$ cat config.mk
export PLATFORM = sky130hd
export DESIGN_NAME = dram_line_buffer
export DESIGN_NICKNAME = d
export VERILOG_FILES = /design/src/rtl/dram_line_buffer.sv
export SDC_FILE = /design/constraint.sdc
export NUM_CORES = 1
export LEC_CHECK = 0
export ABC_CLOCK_PERIOD_IN_PS = 3600
export CORE_ASPECT_RATIO = 0.75
export CORE_MARGIN = 2
export CORE_UTILIZATION = 47
export CTS_CLUSTER_DIAMETER = 60
export CTS_CLUSTER_SIZE = 24
export DETAILED_ROUTE_END_ITERATION = 16
export GPL_ROUTABILITY_DRIVEN = 0
export PLACE_DENSITY = 0.76
export SLEW_MARGIN = 25
export SYNTH_ARGS = -nofsm -noshare
export SYNTH_HDL_FRONTEND = slang
export SYNTH_SLANG_ARGS = --single-unit
$ cat constraint.sdc
create_clock -name clk_i -period 3.6 [get_ports clk_i]
set_input_delay 0.36 -clock clk_i [delete_from_list [all_inputs] [get_ports clk_i]]
set_output_delay 0.36 -clock clk_i [all_outputs]
set_load 0.02 [all_outputs]
$ cat src/rtl/dram_line_buffer.sv
// Direct-mapped word-level read buffer with write-through, sitting in front of a
// one-word-per-request DRAM bridge. Optional counters: DRAM_LINE_BUFFER_STATS_EN.
module dram_line_buffer #(
  parameter int LINES = 4
) (
  input  logic        clk_i,
  input  logic        rst_i,
  input  logic        cpu_valid,
  input  logic [31:0] cpu_addr,
  input  logic [31:0] cpu_wdata,
  input  logic [3:0]  cpu_wstrb,
  output logic        cpu_ready,
  output logic [31:0] cpu_rdata,
  input  logic        invalidate_i,
  output logic        dram_valid,
  output logic [31:0] dram_addr,
  output logic [31:0] dram_wdata,
  output logic [3:0]  dram_wstrb,
  input  logic        dram_ready,
  input  logic [31:0] dram_rdata
`ifdef DRAM_LINE_BUFFER_STATS_EN
  ,
  output logic [31:0] stat_hits,
  output logic [31:0] stat_misses,
  output logic [31:0] stat_writes
`endif
);

  localparam int IDX   = $clog2(LINES);
  localparam int TAG_W = 28 - IDX;

  typedef enum logic [1:0] {
    S_IDLE,
    S_FILL,
    S_WRITE,
    S_RESP
  } state_t;

  state_t r_state;
  state_t w_state_next;

  // Line storage
  logic [LINES-1:0] r_valid;
  logic [TAG_W-1:0] r_tag  [LINES];
  logic [31:0]      r_data [LINES][4];

  // Accepted request
  logic [31:2] r_addr;
  logic [31:0] r_wdata;
  logic [3:0]  r_wstrb;

  // Fill sequencing and deferred invalidate
  logic [1:0]  r_cnt;
  logic        r_gap;
  logic        r_inv_pend;

  // Registered outputs
  logic        r_dram_valid;
  logic [31:0] r_dram_addr;
  logic [31:0] r_dram_wdata;
  logic [3:0]  r_dram_wstrb;
  logic [31:0] r_cpu_rdata;

  logic [IDX-1:0]   w_in_idx;
  logic [TAG_W-1:0] w_in_tag;
  logic [1:0]       w_in_off;
  logic             w_in_write;
  logic             w_in_hit;
  logic [IDX-1:0]   w_idx;
  logic [TAG_W-1:0] w_tag;
  logic [1:0]       w_off;
  logic             w_line_hit;
  logic             w_dram_done;
  logic             w_fill_last;
  logic             w_unused;

  assign w_in_idx   = cpu_addr[4+IDX-1:4];
  assign w_in_tag   = cpu_addr[31:4+IDX];
  assign w_in_off   = cpu_addr[3:2];
  assign w_in_write = |cpu_wstrb;
  // A same-cycle invalidate wins over the lookup, so the request becomes a miss.
  assign w_in_hit   = r_valid[w_in_idx] && (r_tag[w_in_idx] == w_in_tag) && !invalidate_i;

  assign w_idx      = r_addr[4+IDX-1:4];
  assign w_tag      = r_addr[31:4+IDX];
  assign w_off      = r_addr[3:2];
  assign w_line_hit = r_valid[w_idx] && (r_tag[w_idx] == w_tag);

  assign w_dram_done = r_dram_valid && dram_ready;
  assign w_fill_last = (r_state == S_FILL) && w_dram_done && (r_cnt == 2'd3);

  assign w_unused = ^cpu_addr[1:0];

  always_ff @(posedge clk_i) begin
    if (!rst_i) r_state <= S_IDLE;
    else        r_state <= w_state_next;
  end

  // NOTE: every always_comb output gets a default first so no path can infer a latch.
  always_comb begin
    w_state_next = r_state;
    case (r_state)
      S_IDLE: begin
        if (cpu_valid) begin
          if (w_in_write)    w_state_next = S_WRITE;
          else if (w_in_hit) w_state_next = S_RESP;
          else               w_state_next = S_FILL;
        end
      end
      S_FILL:  if (w_fill_last) w_state_next = S_RESP;
      S_WRITE: if (w_dram_done) w_state_next = S_RESP;
      S_RESP:  w_state_next = S_IDLE;
      default: w_state_next = S_IDLE;
    endcase
  end

  // NOTE: sequential state uses non-blocking assignment so every register samples pre-edge values.
  always_ff @(posedge clk_i) begin
    if (!rst_i) begin
      r_valid      <= '0;
      r_addr       <= '0;
      r_wdata      <= '0;
      r_wstrb      <= '0;
      r_cnt        <= '0;
      r_gap        <= 1'b0;
      r_inv_pend   <= 1'b0;
      r_dram_valid <= 1'b0;
      r_dram_addr  <= '0;
      r_dram_wdata <= '0;
      r_dram_wstrb <= '0;
      r_cpu_rdata  <= '0;
    end else begin
      case (r_state)
        S_IDLE: begin
          if (invalidate_i) r_valid <= '0;
          if (cpu_valid) begin
            r_addr  <= cpu_addr[31:2];
            r_wdata <= cpu_wdata;
            r_wstrb <= cpu_wstrb;
            if (w_in_write) begin
              r_dram_valid <= 1'b1;
              r_dram_addr  <= {cpu_addr[31:2], 2'b00};
              r_dram_wdata <= cpu_wdata;
              r_dram_wstrb <= cpu_wstrb;
            end else if (w_in_hit) begin
              r_cpu_rdata <= r_data[w_in_idx][w_in_off];
            end else begin
              r_valid[w_in_idx] <= 1'b0;
              r_dram_valid      <= 1'b1;
              r_dram_addr       <= {cpu_addr[31:4], 4'b0000};
              r_dram_wstrb      <= 4'b0000;
              r_cnt             <= 2'd0;
              r_gap             <= 1'b0;
            end
          end
        end
        S_FILL: begin
          if (invalidate_i) r_inv_pend <= 1'b1;
          if (r_gap) begin
            r_gap        <= 1'b0;
            r_dram_valid <= 1'b1;
            r_dram_addr  <= r_dram_addr + 32'd4;
          end else if (w_dram_done) begin
            r_dram_valid <= 1'b0;
            r_cnt        <= r_cnt + 2'd1;
            if (r_cnt == 2'd3) begin
              r_valid[w_idx] <= 1'b1;
              r_cpu_rdata    <= (w_off == 2'd3) ? dram_rdata : r_data[w_idx][w_off];
            end else begin
              r_gap <= 1'b1;
            end
          end
        end
        S_WRITE: begin
          if (invalidate_i) r_inv_pend <= 1'b1;
          if (w_dram_done) begin
            r_dram_valid <= 1'b0;
            r_dram_wstrb <= 4'b0000;
          end
        end
        S_RESP: begin
          r_cpu_rdata <= '0;
          r_inv_pend  <= 1'b0;
          if (r_inv_pend || invalidate_i) r_valid <= '0;
        end
        default: r_dram_valid <= 1'b0;
      endcase
    end
  end

  // NOTE: tags and data are not reset; the valid bits alone decide whether they are meaningful.
  always_ff @(posedge clk_i) begin
    if (r_state == S_FILL && w_dram_done) r_data[w_idx][r_cnt] <= dram_rdata;
    if (w_fill_last) r_tag[w_idx] <= w_tag;
    if (r_state == S_WRITE && w_dram_done && w_line_hit) begin
      for (int b = 0; b < 4; b++) begin
        if (r_wstrb[b]) r_data[w_idx][w_off][8*b +: 8] <= r_wdata[8*b +: 8];
      end
    end
  end

`ifdef DRAM_LINE_BUFFER_STATS_EN
  logic [31:0] r_stat_hits;
  logic [31:0] r_stat_misses;
  logic [31:0] r_stat_writes;

  always_ff @(posedge clk_i) begin
    if (!rst_i) begin
      r_stat_hits   <= '0;
      r_stat_misses <= '0;
      r_stat_writes <= '0;
    end else if (r_state == S_IDLE && cpu_valid) begin
      if (w_in_write)    r_stat_writes <= r_stat_writes + 32'd1;
      else if (w_in_hit) r_stat_hits   <= r_stat_hits + 32'd1;
      else               r_stat_misses <= r_stat_misses + 32'd1;
    end
  end

  assign stat_hits   = r_stat_hits;
  assign stat_misses = r_stat_misses;
  assign stat_writes = r_stat_writes;
`endif

  assign cpu_ready  = (r_state == S_RESP);
  assign cpu_rdata  = r_cpu_rdata;
  assign dram_valid = r_dram_valid;
  assign dram_addr  = r_dram_addr;
  assign dram_wdata = r_dram_wdata;
  assign dram_wstrb = r_dram_wstrb;

endmodule

; ---- After elaboration in Yosys (flattened, before gate mapping)
; Memories as Yosys holds them, arrays and structs flattened. A register that Yosys moved wholly into a read port is not among the register bits.
; Cells that the tools add are included.
[classes]
magnitude_cmp = 9
n_mul = 0
eq_ne = 20
muxes = 612
addsub = 2
reduce_logical = 33
div = 0
bitwise_logic = 518
shifts = 0
[op_table]
columns = cell, n
row1 = 128-bit 2-to-1 mux, 5
row2 = 32-bit 2-to-1 mux, 17
row3 = 1-bit 2-to-1 mux, 539
row4 = 1-bit bitwise OR, 512
row5 = 32-bit demux with 2-bit select, 5
row6 = 32-bit binary-select mux with 2-bit select, 2
row7 = 32-bit one-hot mux with 3 select lines, 1
row8 = 32-bit one-hot mux with 2 select lines, 1
row9 = 4-bit 2-to-1 mux, 14
row10 = 26-bit == test, 2
row11 = "32-bit by 3-bit adder with 32-bit output, second input constant", 1
row12 = 2-bit 2-to-1 mux, 14
row13 = 24-bit 2-to-1 mux, 1
row14 = "2-bit != test, second input constant", 10
row15 = 16-bit 2-to-1 mux, 1
row16 = 1-bit logical AND, 12
row17 = 4-bit one-hot mux with 3 select lines, 1
row18 = 4-bit AND reduction, 3
row19 = "3-bit greater-or-equal comparator, second input constant", 3
row20 = 2-bit inverter with 3-bit output, 3
row21 = 3-bit AND reduction, 3
row22 = "2-bit == test, second input constant", 4
row23 = 8-bit 2-to-1 mux, 1
row24 = 2-bit one-hot mux with 4 select lines, 1
row25 = other kinds (27), 38
[totals]
input_bits = 105
ram_bits = 616
latchBits = 0
elab_cells = 1209
memories = 2
ff_bits = 177
out_inout_bits = 102
mem_bits_ro = 0
[memory_table]
columns = memory, depth, width, read_ports, rd_clocked_by_memory_dff, write_ports, line_no
row1 = r_data, 4, 128, 2, 1, 1, 45  ; logic [31:0] r_data [LINES][4];
row2 = r_tag, 4, 26, 2, 1, 1, 44  ; logic [TAG_W-1:0] r_tag [LINES];

; ---- Logic depth before layout (Yosys ltp)
[depth]
ltp_word = 10
ltp_mapped = 13
mapped_depth_nobuf = 9

; ---- Least setup slack after synthesis
; Ideal clock, no wire load.
[synth_path]
path_type = reg-to-reg
start = register (tool-made name)
end = memory r_data[3][88] in the netlist's numbering, enable pin
synth_period_minus_slack_ps = 3702
required_ps = 3230
arrival_ps = 3332
path_slack_ps = -102
path_buffers = 4
setup_time_ps = 370
path_stages_with_launch = 13
path_cell_list = dfxtp_1 > buf_2 > buf_2 > buf_2 > mux4_2 > xnor2_1 > nand4_1 > nor3_2 > nand3_1 > or3b_1 > buf_2 > and2_1 > nor2_1
[synth_rtl]
columns = item, line_no
row1 = to (decl), 45

==> impl_metrics.ini <==
[cells_and_area]
final_nets = 2743
area_delta_synth_final_pct = 16.5
multi_input_area_um2 = 14300
fillers = 6008
drive_gt1_share_pct = 27.1
regArea_um2 = 22100
final_util_pct = 55.1

[synth]
syn-cell-area_um2 = 37000
ys_ff_latch = 793
yosys-top-cells-area = edfxtp_1 (50%), mux4_2 (20%), dfxtp_1 (9.6%)
ys_types = 67
synth_top_area_share_pct = 50.0
syn-mean-instance-area_um2 = 15.5
synth-async-reset-ratio_pct = 0
synth_top_area_cell = edfxtp_1
synth_flop_cell = edfxtp_1
synthCells = 2392
synth-edff-count = 616
yosysWarnings = 0
ys_seq_area_share_pct = 59.6

[placed_design]
port_buffers = 202
hpwlAfterDp_mm = 69.5

[sta]
clock.fmax_mhz = 279
worst_clock_skew_ns = 0.0410
period_share_pct = 99.7
hold_viol = 0
slew_viol_final = 0
grt_setup_unrepaired = yes
period_needed_ns = 3.59
setup_viol = 0
maxSlewHeadroom_pct = 26.7
worst_slew_pin_slew_ns = 1.10

[power_and_ir_drop]
p_leak_nw = 13.7
ir_drop_v = 0.000344
p_per_area_nw_per_um2 = 512
power_mw = 22.1

[worst_setup_path]
regToRegEndpoint = r_data[1][76]
endpoint = r_data[1][76]
cpMostUsedCell = buf_12
crit_path_top_delay_cell = or4_1
path_cells = buf_12 -> mux4_2 -> xor2_1 -> or4_1 -> nor4_4 -> buf_12 -> nand3_1 -> or3b_1 -> and2_1 -> nor2_1 -> buf_4
path_max_fanout = 7
cp-end-kind = flip-flop
cp-start-kind = flip-flop
ff2ff_setup_slack_ns = 0.01
r2r_cells = 11
required_ns = 3.94
crit_arrival_ns = 3.93
critical_path_class = reg2reg
critical-path-max-stage-delay_ns = 0.59

[cts]
numCtsBuffers = 47
clock_latency_ns = 0.63
h-tree-depth = 2
cts_buffer_depth = 3
cts_sinks = 793
tritoncts = yes
clkSlewWorstSetupHoldPaths_ns = 0.09
cts_hold_buf = 0
cts_root_buf = clkbuf_16

[route]
firstDrtPassIters = 6
antenna_left = 0
drc_errors = 0
wl_per_cell_um = 27.5
first_iter_violations = 3356
vias = 24000
wirelength_mm = 102
via_per_inst = 6.47

[floorplanning]
initial_core_util_pct = 47.3
dieArea_um2 = 81000
dieWidth_um = 328
ios = 207
rows = 89
die_h_um = 247
core_um2 = 78300

[run]
maxCapViolCount = 0

[global_routing]
grt_max_degree = 97
grt-ovfl-total = 0
grt_usage_pct = 25.2
grt_pass1_wl_mm = 152
grt_pass1_vias = 23900
antenna_found_initial = 2

[min_path]
min_path_type = in2reg

[outcome]
status = finished clean
[synthesized netlist by cell type, drive strengths merged (21+ instances only)]
| master | count |
|---|---|
| dfxtp | 177 |
| o21ai | 26 |
| mux2i | 28 |
| a22oi | 32 |
| a31oi | 21 |
| a21oi | 154 |
| a211oi | 41 |
| nand2 | 266 |
| and2 | 24 |
| edfxtp | 616 |
| xnor2 | 42 |
| mux4 | 328 |
| nand3 | 28 |
| mux2 | 132 |
| nor2 | 98 |
| buf | 74 |
| clkbuf | 112 |
[registers in the layout, indices dropped and copies added, names as in the netlist, named ones only]
| register | count |
|---|---|
| r_wdata | 32 |
| dram_valid | 1 |
| dram_wstrb | 4 |
| r_inv_pend | 1 |
| r_gap | 1 |
| r_data | 512 |
| r_tag | 104 |
| r_wstrb | 4 |
| cpu_rdata | 32 |
| r_cnt | 2 |
| dram_wdata | 32 |
| r_valid | 4 |
| r_addr | 30 |
| dram_addr | 30 |
| r_state | 2 |
[cell type report]
type	count	area share (%)
Clock inverter	28	0.656
Timing Repair Buffer	373	8.78
Sequential cell	793	51.2
Antenna cell	1	0.00581
Inverter	21	0.195
Clock buffer	59	3.08
Tap cell	1046	3.04
Multi-Input combinational cell	1393	33.1
[cell usage in the layout (no fill, tap or decap), types with 7 or more instances in the layout]
| master | count |
|---|---|
| a211oi_1 | 41 |
| a21oi_1 | 154 |
| a22oi_1 | 32 |
| a311oi_1 | 10 |
| a31o_2 | 11 |
| a31oi_1 | 21 |
| a32o_1 | 8 |
| and2_1 | 22 |
| and3_1 | 9 |
| buf_12 | 37 |
| buf_4 | 129 |
| clkbuf_16 | 51 |
| clkdlybuf4s50_1 | 198 |
| dfxtp_1 | 173 |
| edfxtp_1 | 616 |
| ha_1 | 8 |
| inv_1 | 19 |
| mux2_1 | 56 |
| mux2_2 | 76 |
| mux2i_1 | 28 |
| mux4_2 | 328 |
| nand2_1 | 264 |
| nand3_1 | 28 |
| nand4_1 | 18 |
| nor2_1 | 61 |
| nor2_2 | 34 |
| nor3_1 | 9 |
| o21ai_0 | 26 |
| o22ai_1 | 8 |
| o31ai_1 | 17 |
| or3_1 | 7 |
| xnor2_1 | 42 |
[metal layers]
metal	up-vias	wire (µm)	track usage [%]
met5	-	27	0
met4	4	2460	6.56
met3	192	13000	7.43
met2	1503	46900	38.6
met1	12300	39600	35.3
li1	10000	-	-
[worst min path at each step]
stage / startpoint / endpoint / slack (ns) / cells after the start
5_1_grt: cpu_addr[2] / r_addr[2] / 0.30 / 4
3_5_place_dp: dram_wdata[12] / dram_wdata[12] / 0.45 / 2
2_1_floorplan: r_inv_pend / r_inv_pend / 0.44 / 2
4_1_cts: cpu_addr[2] / r_addr[2] / 0.25 / 4
3_3_place_gp: dram_wdata[5] / dram_wdata[5] / 0.44 / 2
6_report: cpu_addr[2] / r_addr[2] / 0.26 / 4
[stage by stage]
step	hold slack (ns)	TNS [ns]	worst slack [ns]	cells	area, µm²
3_5_place_dp	0.450	0	0.00525	3624	41400
2_1_floorplan	0.440	-15.64	-0.102	2393	37100
5_1_grt	0.302	-0.408	-0.0371	3713	43100
4_1_cts	0.252	0	0.0122	3711	43000
3_3_place_gp	0.442	0	0.0152	3624	41400
6_report	0.264	0	0.0115	3714	43100
[logic make-up after synthesis]
logic type	share of synthesized area, %
adders and majority gates	0.304
muxes	24.7
buffers and inverters	2.25
DFF	59.6
xor gates and xnor gates	1.11
AOI/OAI and AO/OA	6.15
and+or+nand+nor	5.84
other	0.0101
[where the power goes]
| group | total (mW) | switching, mW | internal [mW] |
|---|---|---|---|
| clock | 5.99 | 3.19 | 2.80 |
| combinational | 5.19 | 2.97 | 2.22 |
| sequential | 10.9 | 0.535 | 10.3 |
[timing repair]
action	CTS	global route
buffers inserted	0	2
resized for setup	0	10
setup endpoints to repair	0	342
[critical path, delay by kind of cell (launching register included)]
family / cells / cell delay [ns]
AND/OR/NAND/NOR: 6 / 1.76
buffers and inverters: 3 / 0.50
multiplexers: 1 / 0.50
flip-flops: 1 / 0.39
XOR/XNOR: 1 / 0.15
No activity file was read; power rests on OpenSTA's default activity.
